==> src/rtl/mr_shift_unit_pkg.sv <==
// Shared definitions for the multiplier-register (MR) shift unit: control bit
// defaults, FSM state encoding and the step-counter width helper.
package mr_pkg;

  localparam int MR_CLR_BIT = 21;
  localparam int MR_LD_BIT  = 20;
  localparam int MR_SHR_BIT = 22;

  typedef enum logic [1:0] {
    IDLE = 2'd0,
    RUN  = 2'd1,
    DONE = 2'd2
  } mr_state_e;

  function automatic int cnt_w(input int width);
    return $clog2(width + 1);
  endfunction

endpackage

==> src/rtl/mr_shift_unit_step_counter.sv <==
// Shift-step counter: clears on request, counts enabled steps and saturates at
// WIDTH; last_step flags the step that completes the sequence.
module mr_step_counter
  import mr_pkg::*;
#(
  parameter int WIDTH = 16,
  parameter int CW    = cnt_w(WIDTH)
) (
  input  logic          clk,
  input  logic          rst,
  input  logic          clr,
  input  logic          en,
  output logic [CW-1:0] cnt,
  output logic          last_step
);

  localparam logic [CW-1:0] CNT_MAX  = CW'(WIDTH);
  localparam logic [CW-1:0] CNT_LAST = CW'(WIDTH - 1);

  always_ff @(posedge clk or negedge rst) begin
    if (!rst) begin
      cnt <= '0;
    end else if (clr) begin
      cnt <= '0;
    end else if (en && (cnt != CNT_MAX)) begin
      cnt <= cnt + CW'(1);
    end
  end

  assign last_step = (cnt == CNT_LAST);

endmodule

==> src/rtl/mr_shift_unit.sv <==
// Multiplier register for the shift-add / Booth multiply sequence: holds the
// multiplier, takes ACC[0] into its MSB on each shift and tracks completion.
module mr_shift_unit
  import mr_pkg::*;
#(
  parameter int WIDTH   = 16,
  parameter int CTRL_W  = 32,
  parameter int CLR_BIT = MR_CLR_BIT,
  parameter int LD_BIT  = MR_LD_BIT,
  parameter int SHR_BIT = MR_SHR_BIT,
  parameter int BOOTH   = 1,
  parameter int CW      = cnt_w(WIDTH)
) (
  input  logic              clk,
  input  logic              rst,
  input  logic [CTRL_W-1:0] control_signal,
  input  logic [WIDTH-1:0]  mr_in,
  input  logic              acc_lsb,
  output logic [WIDTH-1:0]  mr_out,
  output logic [1:0]        booth_pair,
  output logic [CW-1:0]     step_cnt,
  output logic              busy,
  output logic              done
);

  logic             clr;
  logic             ld;
  logic             shr;
  logic             shift_en;
  logic             last_step;
  logic [WIDTH-1:0] mr;
  logic             q_1;
  mr_state_e        state;
  mr_state_e        state_nxt;
  logic             unused_ctrl;

  // Priority CLR > LD > SHR is resolved here, once, for every consumer.
  assign clr      = control_signal[CLR_BIT];
  assign ld       = control_signal[LD_BIT] & ~clr;
  assign shr      = control_signal[SHR_BIT] & ~clr & ~ld;
  assign shift_en = shr & (state == RUN);

  assign unused_ctrl = ^control_signal;

  mr_step_counter #(
    .WIDTH (WIDTH),
    .CW    (CW)
  ) u_step_counter (
    .clk       (clk),
    .rst       (rst),
    .clr       (clr | ld),
    .en        (shift_en),
    .cnt       (step_cnt),
    .last_step (last_step)
  );

  always_comb begin
    state_nxt = state;
    if (clr) begin
      state_nxt = IDLE;
    end else if (ld) begin
      state_nxt = RUN;
    end else if (shift_en && last_step) begin
      state_nxt = DONE;
    end
  end

  always_ff @(posedge clk or negedge rst) begin
    if (!rst) begin
      state <= IDLE;
      busy  <= 1'b0;
      done  <= 1'b0;
    end else begin
      state <= state_nxt;
      busy  <= (state_nxt == RUN);
      done  <= (state_nxt == DONE);
    end
  end

  always_ff @(posedge clk or negedge rst) begin
    if (!rst) begin
      mr  <= '0;
      q_1 <= 1'b0;
    end else if (clr) begin
      mr  <= '0;
      q_1 <= 1'b0;
    end else if (ld) begin
      mr  <= mr_in;
      q_1 <= 1'b0;
    end else if (shift_en) begin
      mr  <= {acc_lsb, mr[WIDTH-1:1]};
      q_1 <= mr[0];
    end
  end

  assign mr_out = mr;

  // Plain shift-add only needs the current multiplier bit, so q_1 drops out.
  generate
    if (BOOTH != 0) begin : g_booth
      assign booth_pair = {mr[0], q_1};
    end else begin : g_plain
      assign booth_pair = {1'b0, mr[0]};
    end
  endgenerate

endmodule

==> config.mk <==
export PLATFORM = sky130hd
export DESIGN_NAME = mr_shift_unit
export DESIGN_NICKNAME = d
export VERILOG_FILES = /design/src/rtl/mr_shift_unit_pkg.sv /design/src/rtl/mr_shift_unit_step_counter.sv /design/src/rtl/mr_shift_unit.sv
export SDC_FILE = /design/constraint.sdc
export NUM_CORES = 1
export LEC_CHECK = 0
export BUFFER_PORTS_ARGS = -buffer_cell sky130_fd_sc_hd__buf_2
export CAP_MARGIN = 25
export CORE_UTILIZATION = 40
export DETAILED_ROUTE_END_ITERATION = 6
export PLACE_DENSITY = 0.79
export SETUP_SLACK_MARGIN = 0.05
export SYNTH_ARGS = -nofsm -noshare
export SYNTH_HDL_FRONTEND = slang
export SYNTH_SLANG_ARGS = --single-unit
==> constraint.sdc <==
create_clock -name clk -period 1.4 [get_ports clk]
set_clock_uncertainty 0.1 [all_clocks]
set_input_delay 0.35 -clock clk [delete_from_list [all_inputs] [get_ports clk]]
set_output_delay 0.35 -clock clk [all_outputs]
set_load 0.1 [all_outputs]
[Word level (Yosys, flattened, before mapping)]
Index checks and enable logic that the tools add are counted.
Word-level totals
  register bits: 26
  input port bits: 51
  output and inout port bits: 25
  logic and storage cells: 34
Operators by class
  add/sub/neg operators: 1
  eq/ne operators: 5
  mux-type cells: 11
  bitwise operators: 7
  reductions and logical operators: 4
Operator list (count)
  two-way mux 16 bit: 3
  two-way mux 5 bit: 2
  two-way mux 2 bit: 3
  adder 5 x 1 -> 5 bit (second input constant): 1
  == test 5 x 4 -> 1 bit (second input constant): 1
  inequality test 5 bit (second input constant): 1
  bitwise AND 1 bit: 4
  == test 2 x 1 -> 1 bit (second input constant): 2
  two-way mux 1 bit: 3
  nonzero test 3 bit: 1
  == test 2 bit (second input constant): 1
  logical AND 1 bit: 2
  NOT 1 bit: 2
  nonzero test 2 bit: 1
  OR 1 bit: 1

[Depth between registers and ports, before layout]
Gate-level depths: netlist of run 1.
  depth in word-level cells: 10
  gate-level depth with buffers: 6
  gate-level depth less buffers: 6

[Modules after synthesis]
From an unflattened synthesis of run 1, not the netlist that was laid out.
Unflattened totals
  cell total of the unflattened synthesis: 145
  area, all modules: 1413.9 µm²
By module, submodules not included
  mr_shift_unit: instances 1, cells an instance 115, area an instance 1121.1 µm², sequential area each 525.5 µm²
  mr_step_counter: instances 1, cells an instance 30, area an instance 292.8 µm², sequential area each 125.1 µm²

[Least setup slack after synthesis of run 1]
No wires, ideal clock.
  path type: flip-flop to flip-flop
  from: register u_step_counter.cnt[0]
  to: register u_step_counter.cnt[4]
  setup time: 0.104 ns
  arrival time: 1.851 ns
  data required time: 1.196 ns
  setup slack: -0.655 ns
  stages on the path, launching flop included: 5
  buffers on the path: 0
  period minus slack after synthesis: 2.055 ns
  path through: dfrtp_1 ha_1 and3_1 ha_1 a221oi_1
On the way
  cells in the longest elaborated chain, start to end: 3
  elaborated cells between the ends (all ways): 6
  classes of those cells: add/sub (1); eq/ne (1); mux (2); reduce/logical (2)
Ends and longest elaborated chain
  start: declaration: line mr_shift_unit_step_counter.sv:13  | output logic [CW-1:0] cnt,
  start signal: assignment: line mr_shift_unit_step_counter.sv:26  | cnt <= cnt + CW'(1);
  adder 5 x 1 -> 5 bit or inequality test 5 bit (tied branches): line mr_shift_unit_step_counter.sv:26, mr_shift_unit_step_counter.sv:25
  two-way mux 5 bit or logical AND 1 bit (tied branches): line mr_shift_unit_step_counter.sv:25  | end else if (en && (cnt != CNT_MAX)) begin
  two-way mux 5 bit or nonzero test 2 bit (tied branches)
Parallel ways exist; a longest one is shown, timed or not. The select of a mux whose other input is x is not followed.
A chain may end at the register's enable or synchronous reset.

[Worst setup path after layout of run 1]
  from: register u_step_counter.cnt[0]
  to: register u_step_counter.cnt[2]
The elaborated chain is that of the path after synthesis.

==> flow_summary.yaml, run 1 <==
timing:
  rsz0062_at_grt: "true"
  fmax_mhz: 591
  min_period_over_period: 1.21
  period_needed_ns: 1.69
  slew_headroom: 0.713
  final-max-slew-violation-count: 0
  hold_viol: 0
  worstMarginPinSlew_ns: 0.431
  finalSetupViolCount: 50
  worst_slack_ns: -0.293
route:
  detail_route.wl_per_cell_um: 23.8
  vias: 1661
  routed_wl_um: 6730
  drc_errors: 0
  drtPass1Iterations: 4
  drt_iter0_drc: 88
  drtAntennaViolNets: 0
  post_drt_via_cell_ratio: 5.87
worst_setup_path:
  startpoint: "u_step_counter.cnt[0]$_DFFE_PN0P_"
  required_ns: 1.53
  reg2reg_depth: 6
  critPathSlowestCell: "dfrtp_4"
  reg2reg_from: "u_step_counter.cnt[0]$_DFFE_PN0P_"
  rrSetupSlack_ns: -0.29
  worstSetupEndpoint: "u_step_counter.cnt[2]$_DFFE_PN0P_"
  cp.arrival_ns: 1.82
  r2r-end: "u_step_counter.cnt[2]$_DFFE_PN0P_"
  cp-end-kind: "register"
  crit_path_cell_trace: "buf_6, inv_4, ha_4, nor4bb_4, nor2_2, a32o_1"
  criticalPathCategory: "reg -> reg"
  path_max_fanout: 3
  start_kind: "register"
  critPathMaxStageDelay_ns: 0.54
logic_synthesis:
  syn-instance-count: 144
  yosysSeqAreaShare: 0.450
  ys_warn_count: 0
  synth_fp_nets: 198
  synth_top_cell_area_share: 0.450
  netlist_top_cells_count: "nor3_1 (30), dfrtp_1 (26), inv_1 (19)"
  synthFlopType: "dfrtp_1"
  syn_area_per_cell_um2: 10.0
  synthArstFlopShare: 1.00
  synth_area_leader_cell: "dfrtp_1"
  synth_area_leaders: "dfrtp_1 (45%), a2111oi_2 (17%), nor3_1 (10%), inv_1 (4.9%), ha_1 (2.6%)"
  ys_seq_elements: 26
  synth_area_um2: 1450
  synth.distinct_cells: 28
  synth-edff-count: 0
  synthMostInstantiatedCell: "nor3_1"
placement:
  placed_cell_area_um2: 2290
  gp_congestion: 0.799
  dp.cells: 241
  io_buffers: 46
  post-place-ws_ns: -0.159
  hpwlAfterDp_um: 2860
power_and_ir_drop:
  clockPowerShare: 0.176
  combPwrFrac: 0.458
  pwr_density_cell_nw_per_um2: 763
  sw_frac_of_total: 0.411
  seq_power_share: 0.366
  p_int_mw: 1.39
  max-vdd-ir-drop_mv: 0.474
  switchingPower_mw: 0.968
  power_leakage_nw: 1.26
floorplan:
  die_h_um: 62.1
  core_area_um2: 3390
  die_w_um: 62.1
  start_util: 0.427
  placementRows: 21
  ios: 76
  dieArea_um2: 3860
global_route:
  grt_pass1_vias: 1550
  grt_overflow: 0
  grt_usage: 0.257
  grt_use_met2: 0.495
  grt_use_met1: 0.286
  grt_max_degree: 20
  grt_pass1_wl_um: 7670
  gr-usage-met3: 0.0386
  antenna_found_initial: 0
  top_usage_layer: "met2"
layout:
  design_area_um2: 3090
  area.growth.synth_to_final_pct: 113
  fin_nets: 292
  final_cell_count_no_fill: 283
  antenna_cells: 0
  nFillCells: 114
  drive_gt1_frac: 0.802
worst_hold_path:
  min-delay-path-class: "in -> reg"
clock_network:
  cts_tree: "done"
  cts_inserted_buffers: 3
  root_buffer: "clkbuf_4"
  cts.sinks: 26
  cts.clk_slew.worst_paths_ns: 0.16
  clk_path_buf_depth: 2
  clock_latency_ns: 0.34
  htree_levels: 1
run:
  cap_viol_max_count: 0
status:
  status: "complete, but fails checks"
  violations: "negative setup slack"
-- per-stage QoR --
step           hold slack [ns]  power, mW  TNS [ns]   util
6_report                 0.142       2.36     -4.49  0.910
5_1_grt                  0.130       2.41     -6.04  0.910
4_1_cts                  0.145       2.14     -1.83  0.786
3_5_place_dp             0.166       1.66    -0.784  0.676
3_3_place_gp             0.157       1.64    -0.330  0.676
2_1_floorplan          -0.0456       1.34     -1.40      -
-- layout make-up --
cell class              instances  area, um2  area share
clock buffers                   4       36.3      0.0118
repair buffers                103       1120       0.362
inverters                      19       76.3      0.0247
multi-input cells              85       1110       0.359
flip-flops and latches         26        692       0.224
well taps                      46       57.6      0.0187
-- flip-flops by register name, indices dropped and copies added (netlist names) --
register	count
done	1
mr_out	16
u_step_counter.cnt	5
state	2
q_1	1
busy	1
-- worst max-delay path: cells and delay by family (launching register included) --
family                     cells  cell delay, ns
DFF                            1            0.54
AOI/OAI and AO/OA              1            0.25
adders and majority gates      1            0.14
buffers and inverters          2            0.19
and+or+nand+nor                2            0.36
-- cell usage in the layout (no fill, tap or decap), types with 5 or more instances in the layout --
master and instances:
inv_1 17, a2111oi_2 7, buf_4 41, buf_12 26, nor3_2 8, buf_2 21
nor2_1 5, dfrtp_1 5, buf_6 10, a2111oi_4 9, dfrtp_2 15, nor3_4 19
dfrtp_4 6
-- repair_timing --
action	in CTS	in global routing
buffers inserted	25	10
resized for setup	28	59
hold buffers	1	0
setup endpoints to repair	45	51
cloned	1	1
pin swaps	17	17
hold endpoints to repair	12	0
-- power groups by stage --
stage               Sequential (mW)  Combinational [mW]  Clock, mW
finish                        0.863                1.08      0.414
global route                  0.866                1.11      0.432
CTS                           0.855               0.890      0.395
detailed placement            0.880               0.777          0
global placement              0.878               0.762          0
floorplan                      1.15               0.200          0
-- how the worst min path moves through the flow --
stage,startpoint,endpoint,slack [ns],cells past startpoint
2_1_floorplan,rst,busy$_DFF_PN0_,-0.05,0
3_3_place_gp,rst,busy$_DFF_PN0_,0.16,1
3_5_place_dp,rst,busy$_DFF_PN0_,0.17,1
4_1_cts,mr_in[0],mr_out[0]$_DFFE_PN0P_,0.15,3
5_1_grt,mr_in[12],mr_out[12]$_DFFE_PN0P_,0.13,3
6_report,mr_in[12],mr_out[12]$_DFFE_PN0P_,0.14,3
-- cell families (layout without fill, tap and decap cells) --
logic type               after synthesis  count (layout)  share of synthesized area
flip-flops                            26              26                      0.450
AO/OA/AOI/OAI                         29              29                      0.220
AND/OR/NAND/NOR                       53              53                      0.193
adder cells (fa/ha/maj)                3               3                     0.0260
buffers and inverters                 33             126                      0.112
-- layer usage --
layer / wire [um] / share of wire
met1: 2620 / 0.39
met4: 166 / 0.025
met3: 409 / 0.061
met5: 0 / 0
met2: 3540 / 0.53
No activity file was read; power rests on OpenSTA's default activity.
==> run 2: changes to the inputs <==
CORE_MARGIN = 3   (was unset)
PLACE_DENSITY = 0.87   (was 0.79)
==> run 2 against run 1 <==
The flow still finishes with violations (negative setup slack). Sequential power about the same. First-iteration DRC count increased by 92%. Register-to-register slack about the same. Via count decreased by 1.9%. Largest power group unchanged.
==> flow_summary.yaml, run 2 (same netlist as run 1, synthesis figures left out) <==
status:
  status: "complete, but fails checks"
  violations: "negative setup slack"
layout:
  nFillCells: 122
  largest_reg_flops: 16
  finish.utilization: 0.907
  area.growth.synth_to_final_pct: 114
  antenna_cells: 0
  drive_gt1_frac: 0.807
  final_cell_count_no_fill: 274
  final_cell_mix: "buf_4 (29), buf_12 (29), buf_2 (21)"
  fin_nets: 283
power_and_ir_drop:
  combPwrFrac: 0.456
  switchingPower_mw: 0.972
  seq_power_share: 0.366
  pwr_density_cell_nw_per_um2: 759
  p_int_mw: 1.38
  max-vdd-ir-drop_mv: 0.766
  power_leakage_nw: 1.24
  p_total_mw: 2.35
  sw_frac_of_total: 0.413
  clockPowerShare: 0.178
placement:
  io_buffers: 46
  dp.cells: 240
  hpwlAfterDp_um: 2870
  post-place-ws_ns: -0.150
  gp_congestion: 0.861
global_route:
  grt_usage: 0.273
  grt_pass1_vias: 1676
  antenna_found_initial: 0
  grt_use_met2: 0.483
  grt_overflow: 0
  grt_pass1_wl_um: 8890
  grt_max_degree: 31
  gr-usage-met3: 0.0629
  top_usage_layer: "met2"
  grt_use_met1: 0.312
clock_network:
  clk_path_buf_depth: 2
  htree_levels: 1
  cts.clk_slew.worst_paths_ns: 0.16
  cts.sinks: 26
  cts_inserted_buffers: 3
  clock_latency_ns: 0.35
  cts_tree: "done"
  root_buffer: "clkbuf_4"
worst_setup_path:
  path_max_fanout: 2
  cp.arrival_ns: 1.86
  required_ns: 1.58
  startpoint: "u_step_counter.cnt[0]$_DFFE_PN0P_"
  reg2reg_from: "u_step_counter.cnt[0]$_DFFE_PN0P_"
  cp-end-kind: "register"
  critPathSlowestCell: "dfrtp_4"
  crit_path_frequent_cell: "ha_4"
  critPathMaxStageDelay_ns: 0.53
  start_kind: "register"
  criticalPathCategory: "reg -> reg"
  crit_path_cell_trace: "buf_12, ha_4, and3_4, ha_4, nand2_4, o21ai_4, a21oi_2"
timing:
  min_period_over_period: 1.20
  worst_slack_ns: -0.280
  fin_tns_setup_ns: -5.34
  period_needed_ns: 1.68
  worstMarginPinSlew_ns: 0.451
  hold_viol: 0
  finalSetupViolCount: 51
  rsz0062_at_grt: "true"
  slew_headroom: 0.700
  final-max-slew-violation-count: 0
  fmax_mhz: 595
floorplan:
  die_h_um: 66.1
  start_util: 0.423
  die_w_um: 66.1
  ios: 76
  core_area_um2: 3420
  placementRows: 21
  dieArea_um2: 4370
route:
  drc_errors: 0
  vias: 1630
  routed_wl_um: 6660
  drtAntennaViolNets: 0
  detail_route.wl_per_cell_um: 24.3
  post_drt_via_cell_ratio: 5.95
  drt_iter0_drc: 169
  drtPass1Iterations: 4
worst_hold_path:
  min-delay-path-class: "in -> reg"
  min_from: "mr_in[12]"
run:
  cap_viol_max_count: 0
[run 2: what timing repair did]
item,4_1_cts,5_1_grt
pin swaps,21,19
buffers inserted,27,5
cloned,1,0
hold buffers,1,0
hold endpoints to repair,26,0
resized for setup,44,54
setup endpoints to repair,48,51
[run 2: per-stage QoR]
stage,area (um2),hold WS [ns]
detailed placement,2290,0.264
floorplan,1570,-0.0456
global placement,2290,0.256
global route,3100,0.117
CTS,2770,0.141
finish,3100,0.127
[run 2: metal layers]
metal / up-vias / wire [um]
met5: - / 0
met4: 0 / 516
met3: 45 / 396
met2: 102 / 3510
met1: 795 / 2240
li1: 688 / -
[run 2: area by class of cell]
cell class	instances	area, um2	area share
clock buffer	4	36.3	0.0117
timing repair buffer	94	1090	0.352
sequential	26	692	0.223
multi-input combinational	85	1140	0.367
tap	46	57.6	0.0186
inverter	19	86.3	0.0279
[run 2: worst paths after layout]
kind	end	slack, ns	cells after the start
min in group asynchronous	mr_out[12]$_DFFE_PN0P_	0.43	3
max	state[0]$_DFF_PN0_	-0.28	7
max reg2reg	state[0]$_DFF_PN0_	-0.28	7
max in group asynchronous	u_step_counter.cnt[0]$_DFFE_PN0P_	0.48	3
min reg2reg	q_1$_DFFE_PN0P_	0.50	2
min	mr_out[12]$_DFFE_PN0P_	0.13	3
[run 2: critical path, delay by kind of cell, from the launching register on]
kind | cells | cell delay, ns
AOI/OAI and AO/OA | 2 | 0.26
adders and majority gates | 2 | 0.34
buffers and inverters | 1 | 0.14
DFF | 1 | 0.53
and+or+nand+nor | 2 | 0.23
[run 2: power by group through the flow]
| stage | registers [mW] | clock network, mW | logic (mW) |
|---|---|---|---|
| 2_1_floorplan | 1.15 | 0 | 0.200 |
| 3_3_place_gp | 0.876 | 0 | 0.761 |
| 3_5_place_dp | 0.880 | 0 | 0.777 |
| 4_1_cts | 0.853 | 0.395 | 0.922 |
| 5_1_grt | 0.865 | 0.452 | 1.11 |
| 6_report | 0.862 | 0.418 | 1.07 |
